File: config.mk
export PLATFORM = sky130hd
export DESIGN_NAME = exec_hazard_ctrl_flat
export DESIGN_NICKNAME = d
export VERILOG_FILES = /design/src/rtl/exec_hazard_ctrl_if.sv /design/src/rtl/exec_hazard_ctrl.sv /design/src/flat_wrapper.sv
export SDC_FILE = /design/constraint.sdc
export NUM_CORES = 1
export LEC_CHECK = 0
export CAP_MARGIN = 20
export CELL_PAD_IN_SITES_DETAIL_PLACEMENT = 1
export CELL_PAD_IN_SITES_GLOBAL_PLACEMENT = 1
export CORE_MARGIN = 1
export CORE_UTILIZATION = 35
export DETAILED_ROUTE_END_ITERATION = 10
export GPL_TIMING_DRIVEN = 0
export PLACE_DENSITY_LB_ADDON = 0.1
export SYNTH_ARGS = -nofsm -noshare
export SYNTH_HDL_FRONTEND = slang
export SYNTH_SLANG_ARGS = --single-unit
File: constraint.sdc
create_clock -name clk -period 3.2 [get_ports clk]
set_clock_uncertainty 0.1 [all_clocks]
set_input_delay 0.96 -clock clk [delete_from_list [all_inputs] [get_ports clk]]
set_output_delay 0.96 -clock clk [all_outputs]
set_load 0.05 [all_outputs]
File: src/rtl/exec_hazard_ctrl_if.sv
// Hazard-control bundle between the Ex-stage pipeline datapath and exec_hazard_ctrl.
// master: pipeline side (drives ID/Ex fields, consumes selects and stall/flush).
// slave : hazard controller.
interface exec_hazard_ctrl_if;
    logic [4:0] Rs_Id;
    logic [4:0] Rt_Id;
    logic       RsUse_Id;
    logic       RtUse_Id;
    logic       ALUSrc_Id;
    logic [4:0] Reg_Target_Ex;
    logic       RegWr_Ex;
    logic       MemToReg_Ex;
    logic       Branch_Taken_Ex;
    logic       Jump_Ex;
    logic [1:0] ALUSrcA_ByPassing;
    logic [1:0] ALUSrcB_ByPassing;
    logic [1:0] busBSrc_ByPassing;
    logic       Stall_PC;
    logic       Stall_IfId;
    logic       Flush_IfId;
    logic       Flush_IdEx;

    modport master (
        output Rs_Id, Rt_Id, RsUse_Id, RtUse_Id, ALUSrc_Id,
        output Reg_Target_Ex, RegWr_Ex, MemToReg_Ex, Branch_Taken_Ex, Jump_Ex,
        input  ALUSrcA_ByPassing, ALUSrcB_ByPassing, busBSrc_ByPassing,
        input  Stall_PC, Stall_IfId, Flush_IfId, Flush_IdEx
    );

    modport slave (
        input  Rs_Id, Rt_Id, RsUse_Id, RtUse_Id, ALUSrc_Id,
        input  Reg_Target_Ex, RegWr_Ex, MemToReg_Ex, Branch_Taken_Ex, Jump_Ex,
        output ALUSrcA_ByPassing, ALUSrcB_ByPassing, busBSrc_ByPassing,
        output Stall_PC, Stall_IfId, Flush_IfId, Flush_IdEx
    );
endinterface

File: src/rtl/exec_hazard_ctrl.sv
// Ex-stage hazard/bypass controller for the 5-stage MIPS pipeline.
// Shadows the source regs of the Ex instruction and the destinations held in
// Ex/Mem and Mem/Wr, producing ALU A/B and store-data bypass selects. Detects
// load-use (RegWr & MemToReg & dst!=0 & ID reads dst) for a one-cycle bubble and
// flushes IF/ID + ID/Ex for BR_PENALTY cycles on a taken branch/jump in Ex.
// Optional macro HAZ_PERF_CNT_EN adds saturating Stall_Cnt/Flush_Cnt counters.
module exec_hazard_ctrl #(
    parameter int BR_PENALTY = 1
`ifdef HAZ_PERF_CNT_EN
    ,
    parameter int CNT_W = 16
`endif
) (
    input  logic                 clk,
    input  logic                 rst,
    exec_hazard_ctrl_if.slave    hz
`ifdef HAZ_PERF_CNT_EN
    ,
    output logic [CNT_W-1:0]     Stall_Cnt,
    output logic [CNT_W-1:0]     Flush_Cnt
`endif
);

    typedef enum logic [1:0] {
        ST_RUN     = 2'd0,
        ST_LDSTALL = 2'd1,
        ST_BRFLUSH = 2'd2
    } state_t;

    localparam bit         HAS_BRFLUSH = (BR_PENALTY > 1);
    localparam logic [1:0] CNT_INIT    = 2'(BR_PENALTY - 1);

    // Bypass select for one source: Ex/Mem (not a load) beats Mem/Wr; $0 never forwarded.
    function automatic logic [1:0] fwd_sel(
        input logic [4:0] src,
        input logic       src_use,
        input logic [4:0] em_dst,
        input logic       em_wr,
        input logic       em_ld,
        input logic [4:0] mw_dst,
        input logic       mw_wr
    );
        logic [1:0] sel;
        if (em_wr && (em_dst != 5'd0) && (em_dst == src) && src_use && !em_ld) begin
            sel = 2'b01;
        end else if (mw_wr && (mw_dst != 5'd0) && (mw_dst == src) && src_use) begin
            sel = 2'b00;
        end else begin
            sel = 2'b11;
        end
        return sel;
    endfunction

    state_t     state_r, state_nxt_s;
    logic [1:0] cnt_r, cnt_nxt_s;

    logic [4:0] ex_rs_r, ex_rt_r;
    logic       ex_rsuse_r, ex_rtuse_r, ex_alusrc_r, ex_valid_r;
    logic [4:0] em_dst_r;
    logic       em_wr_r, em_ld_r;
    logic [4:0] mw_dst_r;
    logic       mw_wr_r;

    logic       taken_s, load_use_s;
    logic       stall_s, flush_ifid_s, flush_idex_s;
    logic [1:0] rs_fwd_s, rt_fwd_s, srcb_s;

    // A bubble in Ex (valid=0) cannot redirect or stall the pipeline.
    assign taken_s    = ex_valid_r & (hz.Branch_Taken_Ex | hz.Jump_Ex);
    assign load_use_s = ex_valid_r & hz.RegWr_Ex & hz.MemToReg_Ex & (hz.Reg_Target_Ex != 5'd0) &
                        ((hz.RsUse_Id & (hz.Rs_Id == hz.Reg_Target_Ex)) |
                         (hz.RtUse_Id & (hz.Rt_Id == hz.Reg_Target_Ex)));

    // FSM state and branch-flush counter register.
    always_ff @(posedge clk or posedge rst) begin
        if (rst) begin
            state_r <= ST_RUN;
            cnt_r   <= 2'd0;
        end else begin
            state_r <= state_nxt_s;
            cnt_r   <= cnt_nxt_s;
        end
    end

    // FSM next-state: a taken branch outranks load-use since the ID instr is squashed.
    always_comb begin
        state_nxt_s = state_r;
        cnt_nxt_s   = cnt_r;
        case (state_r)
            ST_RUN: begin
                if (taken_s) begin
                    if (HAS_BRFLUSH) begin
                        state_nxt_s = ST_BRFLUSH;
                        cnt_nxt_s   = CNT_INIT;
                    end else begin
                        state_nxt_s = ST_RUN;
                    end
                end else if (load_use_s) begin
                    state_nxt_s = ST_LDSTALL;
                end else begin
                    state_nxt_s = ST_RUN;
                end
            end
            ST_LDSTALL: begin
                state_nxt_s = ST_RUN;
            end
            ST_BRFLUSH: begin
                if (cnt_r <= 2'd1) begin
                    state_nxt_s = ST_RUN;
                    cnt_nxt_s   = 2'd0;
                end else begin
                    cnt_nxt_s   = cnt_r - 2'd1;
                end
            end
            default: begin
                state_nxt_s = ST_RUN;
                cnt_nxt_s   = 2'd0;
            end
        endcase
    end

    // FSM outputs: Mealy stall/flush in the detection cycle, flush held through BRFLUSH.
    always_comb begin
        stall_s      = 1'b0;
        flush_ifid_s = 1'b0;
        flush_idex_s = 1'b0;
        if (rst) begin
            stall_s = 1'b0;
        end else begin
            case (state_r)
                ST_RUN: begin
                    if (taken_s) begin
                        flush_ifid_s = 1'b1;
                        flush_idex_s = 1'b1;
                    end else if (load_use_s) begin
                        stall_s      = 1'b1;
                        flush_idex_s = 1'b1;
                    end else begin
                        stall_s      = 1'b0;
                    end
                end
                ST_BRFLUSH: begin
                    flush_ifid_s = 1'b1;
                    flush_idex_s = 1'b1;
                end
                default: begin
                    stall_s = 1'b0;
                end
            endcase
        end
    end

    // ID/Ex shadow: capture ID source fields, or insert an all-zero bubble on flush.
    always_ff @(posedge clk or posedge rst) begin
        if (rst) begin
            ex_rs_r     <= 5'd0;
            ex_rt_r     <= 5'd0;
            ex_rsuse_r  <= 1'b0;
            ex_rtuse_r  <= 1'b0;
            ex_alusrc_r <= 1'b0;
            ex_valid_r  <= 1'b0;
        end else if (flush_idex_s) begin
            ex_rs_r     <= 5'd0;
            ex_rt_r     <= 5'd0;
            ex_rsuse_r  <= 1'b0;
            ex_rtuse_r  <= 1'b0;
            ex_alusrc_r <= 1'b0;
            ex_valid_r  <= 1'b0;
        end else begin
            ex_rs_r     <= hz.Rs_Id;
            ex_rt_r     <= hz.Rt_Id;
            ex_rsuse_r  <= hz.RsUse_Id;
            ex_rtuse_r  <= hz.RtUse_Id;
            ex_alusrc_r <= hz.ALUSrc_Id;
            ex_valid_r  <= 1'b1;
        end
    end

    // Ex/Mem and Mem/Wr destination shadows advance every cycle.
    always_ff @(posedge clk or posedge rst) begin
        if (rst) begin
            em_dst_r <= 5'd0;
            em_wr_r  <= 1'b0;
            em_ld_r  <= 1'b0;
            mw_dst_r <= 5'd0;
            mw_wr_r  <= 1'b0;
        end else begin
            em_dst_r <= hz.Reg_Target_Ex;
            em_wr_r  <= hz.RegWr_Ex & ex_valid_r;
            em_ld_r  <= hz.MemToReg_Ex;
            mw_dst_r <= em_dst_r;
            mw_wr_r  <= em_wr_r;
        end
    end

    // Bypass selects for the instruction currently in Ex; immediate overrides ALU B only.
    always_comb begin
        rs_fwd_s = fwd_sel(ex_rs_r, ex_rsuse_r, em_dst_r, em_wr_r, em_ld_r, mw_dst_r, mw_wr_r);
        rt_fwd_s = fwd_sel(ex_rt_r, ex_rtuse_r, em_dst_r, em_wr_r, em_ld_r, mw_dst_r, mw_wr_r);
        if (ex_alusrc_r) begin
            srcb_s = 2'b10;
        end else begin
            srcb_s = rt_fwd_s;
        end
    end

    assign hz.ALUSrcA_ByPassing = rs_fwd_s;
    assign hz.ALUSrcB_ByPassing = srcb_s;
    assign hz.busBSrc_ByPassing = rt_fwd_s;
    assign hz.Stall_PC          = stall_s;
    assign hz.Stall_IfId        = stall_s;
    assign hz.Flush_IfId        = flush_ifid_s;
    assign hz.Flush_IdEx        = flush_idex_s;

`ifdef HAZ_PERF_CNT_EN
    // Saturating counts of stall cycles and IF/ID flush cycles.
    always_ff @(posedge clk or posedge rst) begin
        if (rst) begin
            Stall_Cnt <= '0;
            Flush_Cnt <= '0;
        end else begin
            if (stall_s && (Stall_Cnt != {CNT_W{1'b1}})) begin
                Stall_Cnt <= Stall_Cnt + {{(CNT_W-1){1'b0}}, 1'b1};
            end else begin
                Stall_Cnt <= Stall_Cnt;
            end
            if (flush_ifid_s && (Flush_Cnt != {CNT_W{1'b1}})) begin
                Flush_Cnt <= Flush_Cnt + {{(CNT_W-1){1'b0}}, 1'b1};
            end else begin
                Flush_Cnt <= Flush_Cnt;
            end
        end
    end
`endif

endmodule
File: src/flat_wrapper.sv
// flat-port wrapper written by rule: the top's interface ports become plain ports
module exec_hazard_ctrl_flat 
#(
    parameter int BR_PENALTY = 1

)
  (clk, rst, hz_Rs_Id, hz_Rt_Id, hz_RsUse_Id, hz_RtUse_Id, hz_ALUSrc_Id, hz_Reg_Target_Ex, hz_RegWr_Ex, hz_MemToReg_Ex, hz_Branch_Taken_Ex, hz_Jump_Ex, hz_ALUSrcA_ByPassing, hz_ALUSrcB_ByPassing, hz_busBSrc_ByPassing, hz_Stall_PC, hz_Stall_IfId, hz_Flush_IfId, hz_Flush_IdEx);
  exec_hazard_ctrl_if hz_i ();
  input  logic clk;
  input  logic rst;
  input wire logic [$bits(hz_i.Rs_Id)-1:0] hz_Rs_Id;
  input wire logic [$bits(hz_i.Rt_Id)-1:0] hz_Rt_Id;
  input wire logic [$bits(hz_i.RsUse_Id)-1:0] hz_RsUse_Id;
  input wire logic [$bits(hz_i.RtUse_Id)-1:0] hz_RtUse_Id;
  input wire logic [$bits(hz_i.ALUSrc_Id)-1:0] hz_ALUSrc_Id;
  input wire logic [$bits(hz_i.Reg_Target_Ex)-1:0] hz_Reg_Target_Ex;
  input wire logic [$bits(hz_i.RegWr_Ex)-1:0] hz_RegWr_Ex;
  input wire logic [$bits(hz_i.MemToReg_Ex)-1:0] hz_MemToReg_Ex;
  input wire logic [$bits(hz_i.Branch_Taken_Ex)-1:0] hz_Branch_Taken_Ex;
  input wire logic [$bits(hz_i.Jump_Ex)-1:0] hz_Jump_Ex;
  output wire logic [$bits(hz_i.ALUSrcA_ByPassing)-1:0] hz_ALUSrcA_ByPassing;
  output wire logic [$bits(hz_i.ALUSrcB_ByPassing)-1:0] hz_ALUSrcB_ByPassing;
  output wire logic [$bits(hz_i.busBSrc_ByPassing)-1:0] hz_busBSrc_ByPassing;
  output wire logic [$bits(hz_i.Stall_PC)-1:0] hz_Stall_PC;
  output wire logic [$bits(hz_i.Stall_IfId)-1:0] hz_Stall_IfId;
  output wire logic [$bits(hz_i.Flush_IfId)-1:0] hz_Flush_IfId;
  output wire logic [$bits(hz_i.Flush_IdEx)-1:0] hz_Flush_IdEx;
  assign hz_i.Rs_Id = hz_Rs_Id;
  assign hz_i.Rt_Id = hz_Rt_Id;
  assign hz_i.RsUse_Id = hz_RsUse_Id;
  assign hz_i.RtUse_Id = hz_RtUse_Id;
  assign hz_i.ALUSrc_Id = hz_ALUSrc_Id;
  assign hz_i.Reg_Target_Ex = hz_Reg_Target_Ex;
  assign hz_i.RegWr_Ex = hz_RegWr_Ex;
  assign hz_i.MemToReg_Ex = hz_MemToReg_Ex;
  assign hz_i.Branch_Taken_Ex = hz_Branch_Taken_Ex;
  assign hz_i.Jump_Ex = hz_Jump_Ex;
  assign hz_ALUSrcA_ByPassing = hz_i.ALUSrcA_ByPassing;
  assign hz_ALUSrcB_ByPassing = hz_i.ALUSrcB_ByPassing;
  assign hz_busBSrc_ByPassing = hz_i.busBSrc_ByPassing;
  assign hz_Stall_PC = hz_i.Stall_PC;
  assign hz_Stall_IfId = hz_i.Stall_IfId;
  assign hz_Flush_IfId = hz_i.Flush_IfId;
  assign hz_Flush_IdEx = hz_i.Flush_IdEx;
  exec_hazard_ctrl #(.BR_PENALTY(BR_PENALTY)) u_core (.clk(clk), .rst(rst), .hz(hz_i));
endmodule
==> results of run 1 <==
registers in the layout (all words and copies together), names as in the netlist:
name,flops
u_core.em_dst_r,5
u_core.ex_rs_r,5
u_core.ex_rt_r,5
u_core.mw_dst_r,5
u_core.em_ld_r,1
u_core.em_wr_r,1
u_core.ex_alusrc_r,1
u_core.ex_rsuse_r,1
u_core.ex_rtuse_r,1
u_core.ex_valid_r,1
u_core.mw_wr_r,1
u_core.state_r,1
cells by family (layout without fill, tap and decap cells):
logic type / after synthesis / in the layout
flops: 28 / 28
simple gates: 44 / 44
xor+xnor: 30 / 30
buf+inv: 6 / 47
compound gates: 23 / 23
layout make-up:
class	count	area share, %
timing repair buffer	37	16.9
buffer	4	1.63
multi-input combinational	97	38.5
clock buffer	4	2.87
sequential	28	36.6
inverter	2	0.392
tap	48	3.13
stage by stage:
step / setup slack (ps) / std cells
after floorplan: -271 / 131
after global placement: -1270 / 212
after detailed placement: -1280 / 212
after CTS: -175 / 219
after global routing: -196 / 220
final: -166 / 220
report_power, final:
part           switching, mW  leakage [nW]  internal (mW)
Combinational         0.0851         0.449         0.0823
Sequential            0.0221         0.338          0.376
Clock                  0.102        0.0288          0.110
critical path, delay by kind of cell:
family	cells	cell delay (ps)
buffers and inverters	4	510
AND/OR/NAND/NOR	2	600
AO/OA/AOI/OAI	1	240
what timing repair did:
action / CTS / global route
resized for setup: 111 / 23
endpoints found under the setup margin: 10 / 8
hold buffers: 0 / 0
pin swaps: 16 / 3
setup buffers: 3 / 0
cells in the final DEF, fill, tap and decap left out, drive strengths merged:
master         instances
a21o                   1
a21oi                 15
and2                   1
buf                   26
clkbuf                 9
clkdlybuf4s15          2
clkdlybuf4s50          4
dfrtp                 28
dlygate4sd2            2
dlymetal6s2s           2
inv                    2
nand2                 21
nand2b                 1
nand4                  6
nor2                   3
nor2b                  1
nor3                   5
nor4                   1
nor4b                  1
o211ai                 1
o21a                   1
o21ai                  2
o21bai                 1
o22a                   1
o22ai                  1
or3                    1
or4                    3
xnor2                 30
metal layers:
metal  wire length (microns)  share of wire, %  track usage (%)  vias to the layer above
li1                        -                 -                -                      526
met1                    1440                43             21.7                      529
met2                    1780                53             31.0                       22
met3                     115               3.4             1.76                        2
met4                      27              0.80             5.71                        0
met5                       0                 0                0                        -
worst paths after layout:
| path | from | end | slack (ps) | depth (start not counted) |
|---|---|---|---|---|
| setup / recovery | hz_Reg_Target_Ex[3] | hz_Stall_PC | -170 | 7 |
| hold / removal | u_core.em_wr_r | u_core.mw_wr_r | 280 | 0 |
| setup reg to reg | u_core.ex_valid_r | u_core.ex_rt_r[2] | 1630 | 5 |
| hold reg to reg | u_core.em_wr_r | u_core.mw_wr_r | 280 | 0 |
| max in group asynchronous | rst | u_core.ex_rs_r[4] | 1730 | 3 |
| min in group asynchronous | rst | u_core.state_r[0] | 900 | 2 |
==> out/qor.txt, run 1 <==
TritonCTS clock tree - built
Total Die Area - 4230 sq um
maximum net fanout on the critical path - 4
DP HPWL - 2710 microns
Static Leakage - 0.816 nW
via density per instance - 4.90
path category of the worst min-delay check - register to register
area growth from synthesis to layout - 37.6%
number of DRC markers after the initial detailed-route iteration - 14
post-synthesis register bit count - 28
total number of vias - 1079
area occupied by multi-input gates - 738 sq um
Post-Route Utilization - 51.2%
standard cell with the maximum stage delay on the critical path - sky130_fd_sc_hd__or4_4
CP peak stage delay - 560 ps
gpl congestion - 0.789
placed cell areas - 1830 sq um
post-synthesis cell area - 1390 sq um
net count reported at finish - 197
sequential standard cell area - 701 sq um
total number of H-tree levels - 1
Final Hold Slack - 282 ps
Setup Viol. Count Final - 3
Critical Path RT - 2140 ps
post-synth top area share - 50.3%
Max-Cap Viols - 0
achievable frequency - 297 MHz
most instantiated library cell after synthesis - sky130_fd_sc_hd__xnor2_1
Root Driver - sky130_fd_sc_hd__clkbuf_8
crit path kind - input port to output pin
routed wire length per instance - 15.3 microns
final worst path period need - 3370 ps
fraction of synthesized area in multiplexers - 0%
setup ws final - -166 ps
outcome - finished, violations left
cell count after synthesis - 131
endpoint kind of the worst setup timing path - output pin
total DRC errors in the routed layout - 0
fraction of the mapped netlist area in simple logic gates - 15.8%
kind of start point of the critical path - input port
Tightest Pin Transition - 462 ps
wire length of the first global-routing pass - 5400 microns
post-layout total power - 778 uW
most frequent cells after synthesis - sky130_fd_sc_hd__xnor2_1, sky130_fd_sc_hd__dfrtp_1, sky130_fd_sc_hd__nand2_1, sky130_fd_sc_hd__a21oi_2, sky130_fd_sc_hd__nand4_1
total I/O pin count - 34
fraction of the mapped netlist area in compound gates - 12.5%
Post-synth EDFFs - 0
largest net degree at the start of global routing - 29
Final Max Tran Viols - 0
source-to-sink clock delay at the later pin of the worst-skew pair - 270 ps
initial core utilization - 37.2%
TritonCTS sink count - 28
final count of hold timing violations - 0
Inserted Clock Buffers - 3
setup repair after global routing missed its margin - yes
CP Data Arrival Time - 2310 ps
number of cell rows - 22
number of unique standard cell types used by synthesis - 28
area of all placed cells without fillers - 1920 sq um
part of the Yosys area used for sequential elements - 50.3%
failing checks - setup timing
Filler Cell Count - 436
number of detailed-routing iterations run before antenna repair - 4
setup tns final - -373 ps
Die Height - 65.1 microns
via count of the first global-routing pass - 1169
number of nets with antenna violations after detailed routing - 0
main combinational cell family by area after synthesis - XOR/XNOR gates
Port-buffer cells - 33
GRT Resource Usage Total - 17.3%
flip-flop cell with the highest count after synthesis - sky130_fd_sc_hd__dfrtp_1
Max Root-Sink Buffers - 2
Syn. warnings - 0
number of antenna violations at the first check in global routing - 0
share of synthesized flip-flops with an asynchronous set or reset - 100%
Max-Slew Margin vs Limit - 69.2%
CTS clock-pin slew for the worst setup and hold paths - 90 ps
maximum resistive drop on vdd - 0.207 mV
post-synth top area cell - sky130_fd_sc_hd__dfrtp_1
post-synthesis share of cell area spent on xor and xnor gates - 18.9%
final worst-path cycle share - 105%
Core Box Area - 3740 sq um
mean instance size in the synthesized netlist - 10.6 sq um
Die Width - 65.1 microns
adder and majority gate portion of the synthesized area - 0%
largest cells by area after synthesis - sky130_fd_sc_hd__dfrtp_1, sky130_fd_sc_hd__xnor2_1, sky130_fd_sc_hd__a21oi_2, sky130_fd_sc_hd__nand2_1, sky130_fd_sc_hd__nand4_1
final routed wirelength across all metal layers - 3370 microns
critical path cell sequence - buf_8, or4_4, o211ai_4, buf_6, nor4b_4, buf_6, buf_8
share of cells above drive strength 1 - 33.1%
PD cells - 406 nW/um^2
Net Count, Synth - 155
overflow left after global routing - 0
ant diodes - 0
(Power assumes the default switching activity.)
==> inputs of run 2 (changes only) <==
MAX_ROUTING_LAYER = met4   (was unset)
SETUP_SLACK_MARGIN = 0.3   (was unset)
clock period = 3.15 ns   (was 3.2 ns; I/O delays follow)
==> run 2 against run 1 <==
  * The run still ends with setup timing left
  * Sequential cell count unchanged
  * Critical path type unchanged
  * Final cell count rose by 7.7%
  * Global-route usage up 3.4 points
==> out/qor.txt, run 2 (synthesis results as in run 1) <==
outcome - finished, violations left
failing checks - setup timing
critical path cell sequence - buf_8, or4_4, o211ai_4, buf_6, nor4b_4, buf_6, buf_8
number of cell rows - 22 (unchanged)
total number of vias - 1183 (+9.6%)
ant diodes - 0 (unchanged)
CTS clock-pin slew for the worst setup and hold paths - 90 ps (about the same)
Die Width - 65.1 microns (unchanged)
final worst path period need - 3310 ps
TritonCTS sink count - 28 (unchanged)
Critical Path RT - 2100 ps (-40 ps)
Setup Viol. Count Final - 3 (unchanged)
largest net degree at the start of global routing - 29 (unchanged)
total DRC errors in the routed layout - 0 (unchanged)
hold path startpoint - u_core.em_wr_r
wire length of the first global-routing pass - 6240 microns (+16%)
initial core utilization - 37.2% (unchanged)
Max Root-Sink Buffers - 2 (unchanged)
number of DRC markers after the initial detailed-route iteration - 22 (+8)
met2 Use GR - 38.4% (+7.4 points)
placed cell areas - 1870 sq um (+2.0%)
instance count along the most critical hold path - 0 (unchanged)
DP HPWL - 2750 microns (+1.4%)
source-to-sink clock delay at the later pin of the worst-skew pair - 270 ps (about the same)
share of cells above drive strength 1 - 55.0% (+22 points)
final routed wirelength across all metal layers - 4200 microns (+25%)
number of nets with antenna violations after detailed routing - 0 (unchanged)
startpoint of the most critical register-to-register path - u_core.ex_valid_r
Total Die Area - 4230 sq um (unchanged)
CP peak stage delay - 550 ps (about the same)
hold buffer count at CTS - 0 (unchanged)
number of detailed-routing iterations run before antenna repair - 4 (unchanged)
path category of the worst min-delay check - register to register
total number of H-tree levels - 1 (unchanged)
grt met3 use - 1.76% (unchanged)
routed wire length per instance - 17.7 microns (+16%)
Port-buffer cells - 33 (unchanged)
commonest cells after routing, fill and taps aside - sky130_fd_sc_hd__dfrtp_1, sky130_fd_sc_hd__xnor2_1, sky130_fd_sc_hd__nand2_1
TritonCTS clock tree - built
Root Driver - sky130_fd_sc_hd__clkbuf_8
kind of start point of the critical path - input port
endpoint with the worst hold slack - u_core.mw_wr_r
gpl congestion - 0.774 (-1.9%)
setup repair after global routing missed its margin - yes
Max-Slew Margin vs Limit - 66.4% (-2.7 points)
Core Box Area - 3740 sq um (unchanged)
CP Data Arrival Time - 2270 ps (-40 ps)
Static Leakage - 1.01 nW (+24%)
highest-utilization routing layer at the global route stage - met2
Inserted Clock Buffers - 3 (unchanged)
setup ws final - -161 ps (+4.87 ps)
number of antenna violations at the first check in global routing - 0 (unchanged)
timing startpoint of the critical path - hz_Reg_Target_Ex[2]
Max-Cap Viols - 0 (unchanged)
PD cells - 396 nW/um^2 (-2.3%)
via count of the first global-routing pass - 1260 (+7.8%)
final count of hold timing violations - 0 (unchanged)
area of all placed cells without fillers - 2300 sq um (+20%)
Largest delay share family, worst path - simple AND/OR/NAND/NOR gates
total I/O pin count - 34 (unchanged)
GRT Resource Usage Total - 20.7% (+3.4 points)
placement-stage worst setup slack - -1300 ps (-21.2 ps)
maximum resistive drop on vdd - 0.221 mV (+6.6%)
crit path kind - input port to output pin
internal reg-to-reg setup slack - 1420 ps (-210 ps)
Final Max Tran Viols - 0 (unchanged)
logic depth of the worst register-to-register path - 7 (+2)
reg2reg end - u_core.ex_rt_r[1]
most common library cell in the layout ignoring fill and taps - sky130_fd_sc_hd__dfrtp_1
sum of buffers and inverters on the critical path - 4 (unchanged)
net count reported at finish - 214 (+8.6%)
Die Height - 65.1 microns (unchanged)
Tightest Pin Transition - 503 ps (+41.1 ps)
overflow left after global routing - 0 (unchanged)
met1 GRT Util - 23.7% (+2.1 points)
standard cell with the maximum stage delay on the critical path - sky130_fd_sc_hd__or4_4
endpoint kind of the worst setup timing path - output pin
final worst-path cycle share - 105%
via density per instance - 4.99 (+1.8%)
achievable frequency - 302 MHz
maximum net fanout on the critical path - 4 (unchanged)
area growth from synthesis to layout - 65.0%
run 2: worst max-delay path by stage:
stage	cells after the start	to	slack, ps
global route	7	hz_Stall_PC	-210
CTS	7	hz_Stall_PC	-170
detailed placement	7	hz_Stall_PC	-1300
global placement	7	hz_Stall_PC	-1280
floorplan	5	hz_Stall_PC	-290
finish	7	hz_Stall_PC	-160
run 2: layout make-up:
class	instances	area (sq um)
plain buffers	4	31.3
clock buffers	3	41.3
clock inverters	1	30.0
fillers	398	1450
inverters	2	10.0
multi-input cells	97	921
flip-flops and latches	28	703
well taps	48	60.1
repair buffers	54	502
run 2: stage by stage:
stage | util [%] | hold slack (ps) | std cells | setup TNS [ps] | total power [mW]
6_report | 61.4 | 284 | 237 | -429 | 0.911
5_1_grt | 61.4 | 295 | 237 | -586 | 0.948
4_1_cts | 57.0 | 293 | 231 | -458 | 0.881
3_5_place_dp | 49.9 | 271 | 212 | -5780 | 0.581
3_3_place_gp | 49.9 | 250 | 212 | -5560 | 0.576
2_1_floorplan | - | 247 | 131 | -330 | 0.510
run 2: routing by layer:
layer / part of all wire [%] / up-vias
li1: - / 561
met1: 40 / 592
met2: 57 / 26
met3: 2.2 / 4
met4: 1.1 / 0
met5: 0 / -
run 2: worst register-to-register path: stages, from the launching register on:
cell,delay (ps)
sky130_fd_sc_hd__dfrtp_1,410
sky130_fd_sc_hd__o21a_4,140
sky130_fd_sc_hd__buf_6,120
sky130_fd_sc_hd__nand2_4,60
sky130_fd_sc_hd__buf_4,120
sky130_fd_sc_hd__clkbuf_1,400
sky130_fd_sc_hd__nand2_1,160
sky130_fd_sc_hd__a21oi_2,140
run 2: timing repair:
| item | in CTS | in global routing |
|---|---|---|
| resized for setup | 149 | 49 |
| setup endpoints to repair | 10 | 10 |
| buffers inserted | 15 | 5 |
| gates cloned | 0 | 0 |
| pin swaps | 20 | 32 |
run 2: report_power, final:
part / switching, mW / internal [mW]
clock: 0.107 / 0.170
sequential: 0.0255 / 0.382
combinational: 0.111 / 0.116
total: 0.243 / 0.668
